### src/rtl/id_ex_stage_pkg.sv
// Shared ID/EX definitions: control-bit positions, forward-select codes, ALUOp encodings.
package id_ex_stage_pkg;

  // Bit positions inside the 9-bit decoded control word.
  localparam int unsigned CTRL_W         = 9;
  localparam int unsigned CTRL_REG_WRITE = 8;
  localparam int unsigned CTRL_MEM_TO_REG = 7;
  localparam int unsigned CTRL_MEM_READ  = 6;
  localparam int unsigned CTRL_MEM_WRITE = 5;
  localparam int unsigned CTRL_BRANCH    = 4;
  localparam int unsigned CTRL_ALU_SRC   = 3;
  localparam int unsigned CTRL_REG_DST   = 2;
  localparam int unsigned CTRL_ALU_OP1   = 1;
  localparam int unsigned CTRL_ALU_OP2   = 0;

  // Width of the control slice handed on to EX/MEM.
  localparam int unsigned EX_CTRL_W = 5;

  // Operand source selected by the forwarding unit.
  typedef enum logic [1:0] {
    FWD_REG   = 2'b00,
    FWD_MEMWB = 2'b01,
    FWD_EXMEM = 2'b10
  } fwd_sel_e;

  // {alu_op1, alu_op2} encodings shared with the ALU control block.
  localparam logic [1:0] ALUOP_MEM    = 2'b00;
  localparam logic [1:0] ALUOP_BRANCH = 2'b01;
  localparam logic [1:0] ALUOP_RTYPE  = 2'b10;

endpackage

### src/rtl/forward_unit.sv
// Operand forwarding select for one source register index.
module forward_unit
  import id_ex_stage_pkg::*;
#(
  parameter int unsigned RW = 5
) (
  input  logic [RW-1:0] idx,
  input  logic          exmem_reg_write,
  input  logic [RW-1:0] exmem_rd,
  input  logic          memwb_reg_write,
  input  logic [RW-1:0] memwb_rd,
  output fwd_sel_e      sel
);

  // Youngest producer wins; register 0 is hardwired and never forwarded.
  always_comb begin
    sel = FWD_REG;
    if (exmem_reg_write && (exmem_rd != '0) && (exmem_rd == idx)) begin
      sel = FWD_EXMEM;
    end else if (memwb_reg_write && (memwb_rd != '0) && (memwb_rd == idx)) begin
      sel = FWD_MEMWB;
    end
  end

endmodule

### src/rtl/id_ex_stage.sv
// ID/EX pipeline register with operand forwarding and load-use stall detection.
module id_ex_stage
  import id_ex_stage_pkg::*;
#(
  parameter int unsigned DW = 32,
  parameter int unsigned RW = 5
) (
  input  logic                 clk,
  input  logic                 rst_n,
  input  logic [RW-1:0]        id_rs,
  input  logic [RW-1:0]        id_rt,
  input  logic [RW-1:0]        id_rd,
  input  logic [DW-1:0]        id_rdata1,
  input  logic [DW-1:0]        id_rdata2,
  input  logic [DW-1:0]        id_imm,
  input  logic [5:0]           id_funct,
  input  logic [CTRL_W-1:0]    id_ctrl,
  input  logic                 flush,
  input  logic                 exmem_reg_write,
  input  logic [RW-1:0]        exmem_rd,
  input  logic [DW-1:0]        exmem_result,
  input  logic                 memwb_reg_write,
  input  logic [RW-1:0]        memwb_rd,
  input  logic [DW-1:0]        memwb_result,
  output logic                 stall,
  output logic [DW-1:0]        ex_data1,
  output logic [DW-1:0]        ex_data2,
  output logic [5:0]           ex_funct,
  output logic                 ex_alu_op1,
  output logic                 ex_alu_op2,
  output logic [DW-1:0]        ex_store_data,
  output logic [RW-1:0]        ex_write_reg,
  output logic [EX_CTRL_W-1:0] ex_ctrl
);

  logic [RW-1:0]     ex_rs_q, ex_rt_q, ex_rd_q;
  logic [DW-1:0]     ex_rdata1_q, ex_rdata2_q, ex_imm_q;
  logic [5:0]        ex_funct_q;
  logic [CTRL_W-1:0] ex_ctrl_q;

  logic              load_bubble;
  fwd_sel_e          sel_a, sel_b;
  logic [DW-1:0]     fwd_a, fwd_b;

  // Load in EX whose destination feeds the instruction now in ID.
  always_comb begin
    stall = ex_ctrl_q[CTRL_MEM_READ] && (ex_rt_q != '0) &&
            ((ex_rt_q == id_rs) || (ex_rt_q == id_rt));
    load_bubble = flush || stall;
  end

  // ID/EX register; a killed or stalled slot becomes an all-zero bubble.
  always_ff @(posedge clk or negedge rst_n) begin
    if (!rst_n) begin
      ex_rs_q     <= '0;
      ex_rt_q     <= '0;
      ex_rd_q     <= '0;
      ex_rdata1_q <= '0;
      ex_rdata2_q <= '0;
      ex_imm_q    <= '0;
      ex_funct_q  <= '0;
      ex_ctrl_q   <= '0;
    end else if (load_bubble) begin
      ex_rs_q     <= '0;
      ex_rt_q     <= '0;
      ex_rd_q     <= '0;
      ex_rdata1_q <= '0;
      ex_rdata2_q <= '0;
      ex_imm_q    <= '0;
      ex_funct_q  <= '0;
      ex_ctrl_q   <= '0;
    end else begin
      ex_rs_q     <= id_rs;
      ex_rt_q     <= id_rt;
      ex_rd_q     <= id_rd;
      ex_rdata1_q <= id_rdata1;
      ex_rdata2_q <= id_rdata2;
      ex_imm_q    <= id_imm;
      ex_funct_q  <= id_funct;
      ex_ctrl_q   <= id_ctrl;
    end
  end

  forward_unit #(
    .RW(RW)
  ) u_fwd_a (
    .idx             (ex_rs_q),
    .exmem_reg_write (exmem_reg_write),
    .exmem_rd        (exmem_rd),
    .memwb_reg_write (memwb_reg_write),
    .memwb_rd        (memwb_rd),
    .sel             (sel_a)
  );

  forward_unit #(
    .RW(RW)
  ) u_fwd_b (
    .idx             (ex_rt_q),
    .exmem_reg_write (exmem_reg_write),
    .exmem_rd        (exmem_rd),
    .memwb_reg_write (memwb_reg_write),
    .memwb_rd        (memwb_rd),
    .sel             (sel_b)
  );

  // Operand muxes driven by the forwarding selects.
  always_comb begin
    fwd_a = ex_rdata1_q;
    fwd_b = ex_rdata2_q;
    case (sel_a)
      FWD_EXMEM: fwd_a = exmem_result;
      FWD_MEMWB: fwd_a = memwb_result;
      default:   fwd_a = ex_rdata1_q;
    endcase
    case (sel_b)
      FWD_EXMEM: fwd_b = exmem_result;
      FWD_MEMWB: fwd_b = memwb_result;
      default:   fwd_b = ex_rdata2_q;
    endcase
  end

  // EX-stage outputs derived from the registered slot.
  always_comb begin
    ex_data1      = fwd_a;
    ex_store_data = fwd_b;
    ex_data2      = ex_ctrl_q[CTRL_ALU_SRC] ? ex_imm_q : fwd_b;
    ex_write_reg  = ex_ctrl_q[CTRL_REG_DST] ? ex_rd_q : ex_rt_q;
    ex_funct      = ex_funct_q;
    ex_alu_op1    = ex_ctrl_q[CTRL_ALU_OP1];
    ex_alu_op2    = ex_ctrl_q[CTRL_ALU_OP2];
    ex_ctrl       = ex_ctrl_q[CTRL_REG_WRITE:CTRL_BRANCH];
  end

endmodule

### config.mk
export PLATFORM = sky130hd
export DESIGN_NAME = id_ex_stage
export DESIGN_NICKNAME = d
export VERILOG_FILES = /design/src/rtl/id_ex_stage_pkg.sv /design/src/rtl/forward_unit.sv /design/src/rtl/id_ex_stage.sv
export SDC_FILE = /design/constraint.sdc
export NUM_CORES = 1
export LEC_CHECK = 0
export CORE_MARGIN = 8
export CORE_UTILIZATION = 42
export DETAILED_ROUTE_END_ITERATION = 7
export GPL_TIMING_DRIVEN = 0
export PLACE_DENSITY = 0.88
export SYNTH_ARGS = -nofsm -noshare
export SYNTH_HDL_FRONTEND = slang
export SYNTH_SLANG_ARGS = --single-unit
### constraint.sdc
create_clock -name clk -period 3.3 [get_ports clk]
set_input_delay 0.825 -clock clk [delete_from_list [all_inputs] [get_ports clk]]
set_output_delay 0.825 -clock clk [all_outputs]
set_load 0.005 [all_outputs]
======== After elaboration in Yosys (flattened, before gate mapping) ========
Cells that the tools add are included.
Widths: inputs -> output; s select.
operators by class
  equality and inequality tests ........... 10
  mux-type cells .......................... 16
  reductions and logical operators ........ 13
operators by type and width
  kind                number
  $mux 32             4
  $pmux 32 s2         2
  $eq 5x5->1          6
  $mux 5              4
  $reduce_bool 5->1   3
  $mux 9              1
  $logic_and 1x1->1   8
  $mux 6              1
  $eq 2x1->1 const B  2
  $eq 2x2->1 const B  2
  $mux 2              2
  $logic_or 1x1->1    2
  $mux 1              2
storage, ports and cells
  register bits ........................... 126
  bits of input ports ..................... 205
  output and inout port bits .............. 115
  word-level logic and storage cells ...... 47

======== Depth between registers and ports, before layout ========
  word-level depth ........................ 8
  depth in mapped cells ................... 8
  depth with buffers taken out ............ 5

======== Cells and area by module ========
From an unflattened synthesis, not the netlist that was laid out.
second synthesis, totals
  cells, all modules ...................... 750
  area total of the unflattened synthesis .. 6,994.2 µm²
modules (own cells, without submodules)
  module        times used  cells each  area an instance (µm²)  seq. area each (µm²)
  id_ex_stage   1           710         6,691.4                 3,153.0
  forward_unit  2           20          151.4                   0.0

======== Worst setup path before layout ========
Ideal clock, no wire load.
  kind .................................... input to output
  from .................................... input exmem_rd[1]
  to ...................................... output ex_data2[0]
  arrival time ............................ 2.331 ns
  data required time ...................... 2.475 ns
  slack ................................... 0.144 ns
  cell stages on the path ................. 7
  buffers on the path ..................... 2
  path through ............................ or4_4 -> o211ai_4 -> or2_1 -> buf_6 -> buf_12 -> a31oi_2 -> mux2_2
on the way
  longest elaborated chain between the ends .. 7
  elaborated cells between the ends (all ways) .. 9
  classes of those cells .................. eq/ne (3); mux (3); reduce/logical (3)
RTL lines
  item                                             RTL line            source
  from (decl)                                      id_ex_stage.sv:20   input logic [RW-1:0] exmem_rd,
  $reduce_bool 5->1                                forward_unit.sv:18  if (exmem_reg_write && (exmem_rd != '0) && (exmem_rd == idx)) begin
  $logic_and 1x1->1                                forward_unit.sv:18
  $logic_and 1x1->1 (*)                            forward_unit.sv:18
  $mux 2 (*)                                       forward_unit.sv:18
  $eq 2x1->1 / $eq 2x2->1 (equally long branches)  id_ex_stage.sv:115  case (sel_b)
  $pmux 32 s2 (*)                                  id_ex_stage.sv:115
  via ex_store_data[0]                             id_ex_stage.sv:31   output logic [DW-1:0] ex_store_data,
  $mux 32 (*)                                      id_ex_stage.sv:126  ex_data2 = ex_ctrl_q[CTRL_ALU_SRC] ? ex_imm_q : fwd_b;
  to (decl)                                        id_ex_stage.sv:27   output logic [DW-1:0] ex_data2,
The timed path passes the listed nets; every way through them passes the cells marked *.

======== Worst setup path after layout ========
  from .................................... input exmem_rd[2]
  to ...................................... output ex_data2[27]
on the way
  longest elaborated chain between the ends .. 7
  elaborated cells between the ends (all ways) .. 9
  classes of those cells .................. eq/ne (3); mux (3); reduce/logical (3)
RTL lines
  item                                             RTL line
  $reduce_bool 5->1                                forward_unit.sv:18
  $logic_and 1x1->1                                forward_unit.sv:18
  $logic_and 1x1->1 (*)                            forward_unit.sv:18
  $mux 2 (*)                                       forward_unit.sv:18
  $eq 2x1->1 / $eq 2x2->1 (equally long branches)  id_ex_stage.sv:115
  $pmux 32 s2 (*)                                  id_ex_stage.sv:115
  $mux 32 (*)                                      id_ex_stage.sv:126
Every way passes the cells marked *; elsewhere a longest branch is shown, timed or not.

==> metrics.yaml <==
route:
  post-route-drc-count: 0
  drt_iter0_markers: 400
  drtPass1Iterations: 5
  wl_um: 30300
  dr_total_vias: 6723
  vias_per_cell: 5.30
  wl_per_cell_um: 23.9
  postRouteAntennaNets: 0
final_layout:
  fin_cells: 1269
  finalNetCount: 1244
  drive_above_1_share: 0.399
  fin_util: 0.799
  syn2layout_area_growth_pct: 87.8
  postLayoutCellArea_um2: 12600
  fill_cells: 952
  ff_latch_area_um2: 3150
  multi_input_area_um2: 4130
clocking:
  clk_latency_ps: 420
  clock_path_buffers: 2
  clk_pin_slew_worst_paths_ps: 60
  cts_buffers: 17
  cts_tree: "built"
  hold_buffers: 0
  clock_sinks: 126
  root_buffer: "clkbuf_16"
  h-tree-depth: 4
power_and_ir_drop:
  p_sw_mw: 1.28
  p_per_area_nw_per_um2: 386
  p_leak_nw: 5.25
  total_power_mw: 4.85
  p_sw_frac: 0.263
  intPower_mw: 3.58
  combPwrFrac: 0.252
  p_clk_frac: 0.404
  p_seq_frac: 0.344
  ir_worst_vdd_mv: 0.330
critical_path:
  crit_top_cell: "buf_6"
  path_cells: "buf_8, or4_4, o211ai_4, or2_1, buf_6, buf_6, buf_16, a31oi_4, mux2_4, buf_6"
  crit_fanout: 6
  startpoint_type: "primary input"
  critPathRequiredTime_ps: 2470
  cp_slowest_stage_delay_ps: 550
  arrival_ps: 2770
  path_class: "in2out"
  worstSetupEndpointType: "output port"
  slowest_stage: "or4_4"
timing:
  finalMaxSlewViolations: 0
  period_share: 1.09
  fin_crit_ps: 3590
  rsz0062_at_grt: "yes"
  clock.fmax_mhz: 278
  setup_viol: 87
  relSlewSlack: 0.429
  worst_slack_ps: -291
  hold_viol: 0
  finClkSkew_ps: 7.53
  tightest_slew_ps: 856
place:
  finalWeightedCongestion: 0.916
  placed_cell_area_um2: 10200
  hpwl_um: 19800
  port_buffers: 319
  dp_cells: 1163
floorplanning:
  dieWidth_um: 142
  core_area_um2: 15700
  start_util: 0.426
  pin_count: 320
  die_area_um2: 20200
  rows: 46
  die_h_um: 142
grt:
  grt_pass1_wl_um: 43600
  track_usage: 0.288
  grt_max_degree: 75
  grt_pass1_vias: 7318
  grt-ovfl-total: 0
  antenna_found_initial: 0
logic_synthesis:
  synthArstFlopShare: 1.00
  syn_inst: 627
  synth_top_area_share: 0.471
  synthTopCellsByArea: "dfrtp_1 (47%), and2_1 (12%), mux2_2 (6.2%)"
  seq_area_frac_synth: 0.471
  avgSynthCellArea_um2: 10.7
  ys_types: 35
  syn-num-nets: 832
  ys_seq_elements: 126
  synth_area_um2: 6690
  synth-main-ff-cell: "dfrtp_1"
  ys_warn_count: 0
  synth_top_area_cell: "dfrtp_1"
  synth-edff-count: 0
  yosys-top-cells-count: "and2_1 (126), dfrtp_1 (126), mux2_2 (37)"
status:
  status: "finished, violations left"
  violations: "negative setup slack"
hold_path:
  worstHoldPathType: "in2async"
flow_run:
  maxCapViolations: 0
-- metrics by stage --
| step | hold WS [ps] | TNS, ps | setup slack (ps) |
|---|---|---|---|
| 3_3_place_gp | 1110 | -579200 | -3700 |
| 5_1_grt | 398 | -17590 | -354 |
| 2_1_floorplan | 529 | 0 | 144 |
| 3_5_place_dp | 821 | -118720 | -1430 |
| 6_report | 357 | -11880 | -291 |
| 4_1_cts | 375 | -11870 | -309 |
-- what timing repair did --
item	in CTS	in global routing
endpoints found under the setup margin	97	106
gates cloned	9	4
setup buffers	50	15
gates resized for setup	687	64
pin swaps	30	41
-- sequential cells by signal, indices dropped and copies added (netlist names) --
register     flops
ex_rs_q          5
ex_ctrl_q        9
ex_rt_q          5
ex_rdata1_q     32
ex_rdata2_q     32
ex_rd_q          5
ex_funct         6
ex_imm_q        32
-- per-layer routing --
layer	wire length, µm	vias up	track usage
li1	-	2989	-
met2	15400	347	0.506
met4	1170	0	0.125
met3	2570	82	0.0946
met1	11200	3305	0.310
met5	0	-	0
-- final cells by class --
type / count / share of cell area
clock buffers: 22 / 0.0377
clock inverters: 10 / 0.0109
well taps: 216 / 0.0215
multi-input cells: 442 / 0.329
diodes: 1 / 0.000199
repair buffers: 395 / 0.304
plain buffers: 57 / 0.0457
flip-flops and latches: 126 / 0.251
-- critical path, delay by kind of cell --
kind	cells	cell delay [ps]
muxes	1	290
AOI/OAI and AO/OA	2	310
and+or+nand+nor	2	700
buffers and inverters	5	630
-- power by group through the flow --
stage / Combinational [mW] / Sequential (mW) / Clock (mW)
2_1_floorplan: 0.361 / 1.68 / 0
3_5_place_dp: 0.994 / 1.68 / 0
6_report: 1.22 / 1.67 / 1.96
3_3_place_gp: 0.980 / 1.68 / 0
4_1_cts: 1.15 / 1.66 / 1.97
5_1_grt: 1.29 / 1.67 / 2.04
-- layout by cell type (no fill, tap or decap), types with 20 or more instances in the layout --
master	count
clkdlybuf4s50_1	209
and2_1	126
dfrtp_1	126
buf_2	81
buf_6	59
buf_4	37
a31oi_4	33
nor3_1	32
nand3_1	30
clkbuf_16	23
mux2i_1	22
xnor2_1	21
clkbuf_1	20
buf_12	20
-- final timing paths --
check,to,depth (start not counted),slack [ps],from
min in group clk,ex_rd_q[1],2,960,id_rd[1]
worst max register to register,ex_rdata1_q[28],10,390,ex_rt_q[2]
worst max-delay path,ex_data2[27],10,-290,exmem_rd[2]
worst min register to register,ex_rdata2_q[21],3,1050,ex_ctrl_q[6]
max in group asynchronous,ex_rs_q[1],2,2160,rst_n
worst min-delay path,ex_rdata1_q[5],1,360,rst_n
-- cells by family after synthesis --
logic type,Yosys count,share of synthesized area
AO/OA/AOI/OAI,102,0.123
multiplexers,69,0.110
AND/OR/NAND/NOR,241,0.204
XOR/XNOR,30,0.0393
flip-flops,126,0.471
buffers and inverters,59,0.0524
(Power assumes the default switching activity.)
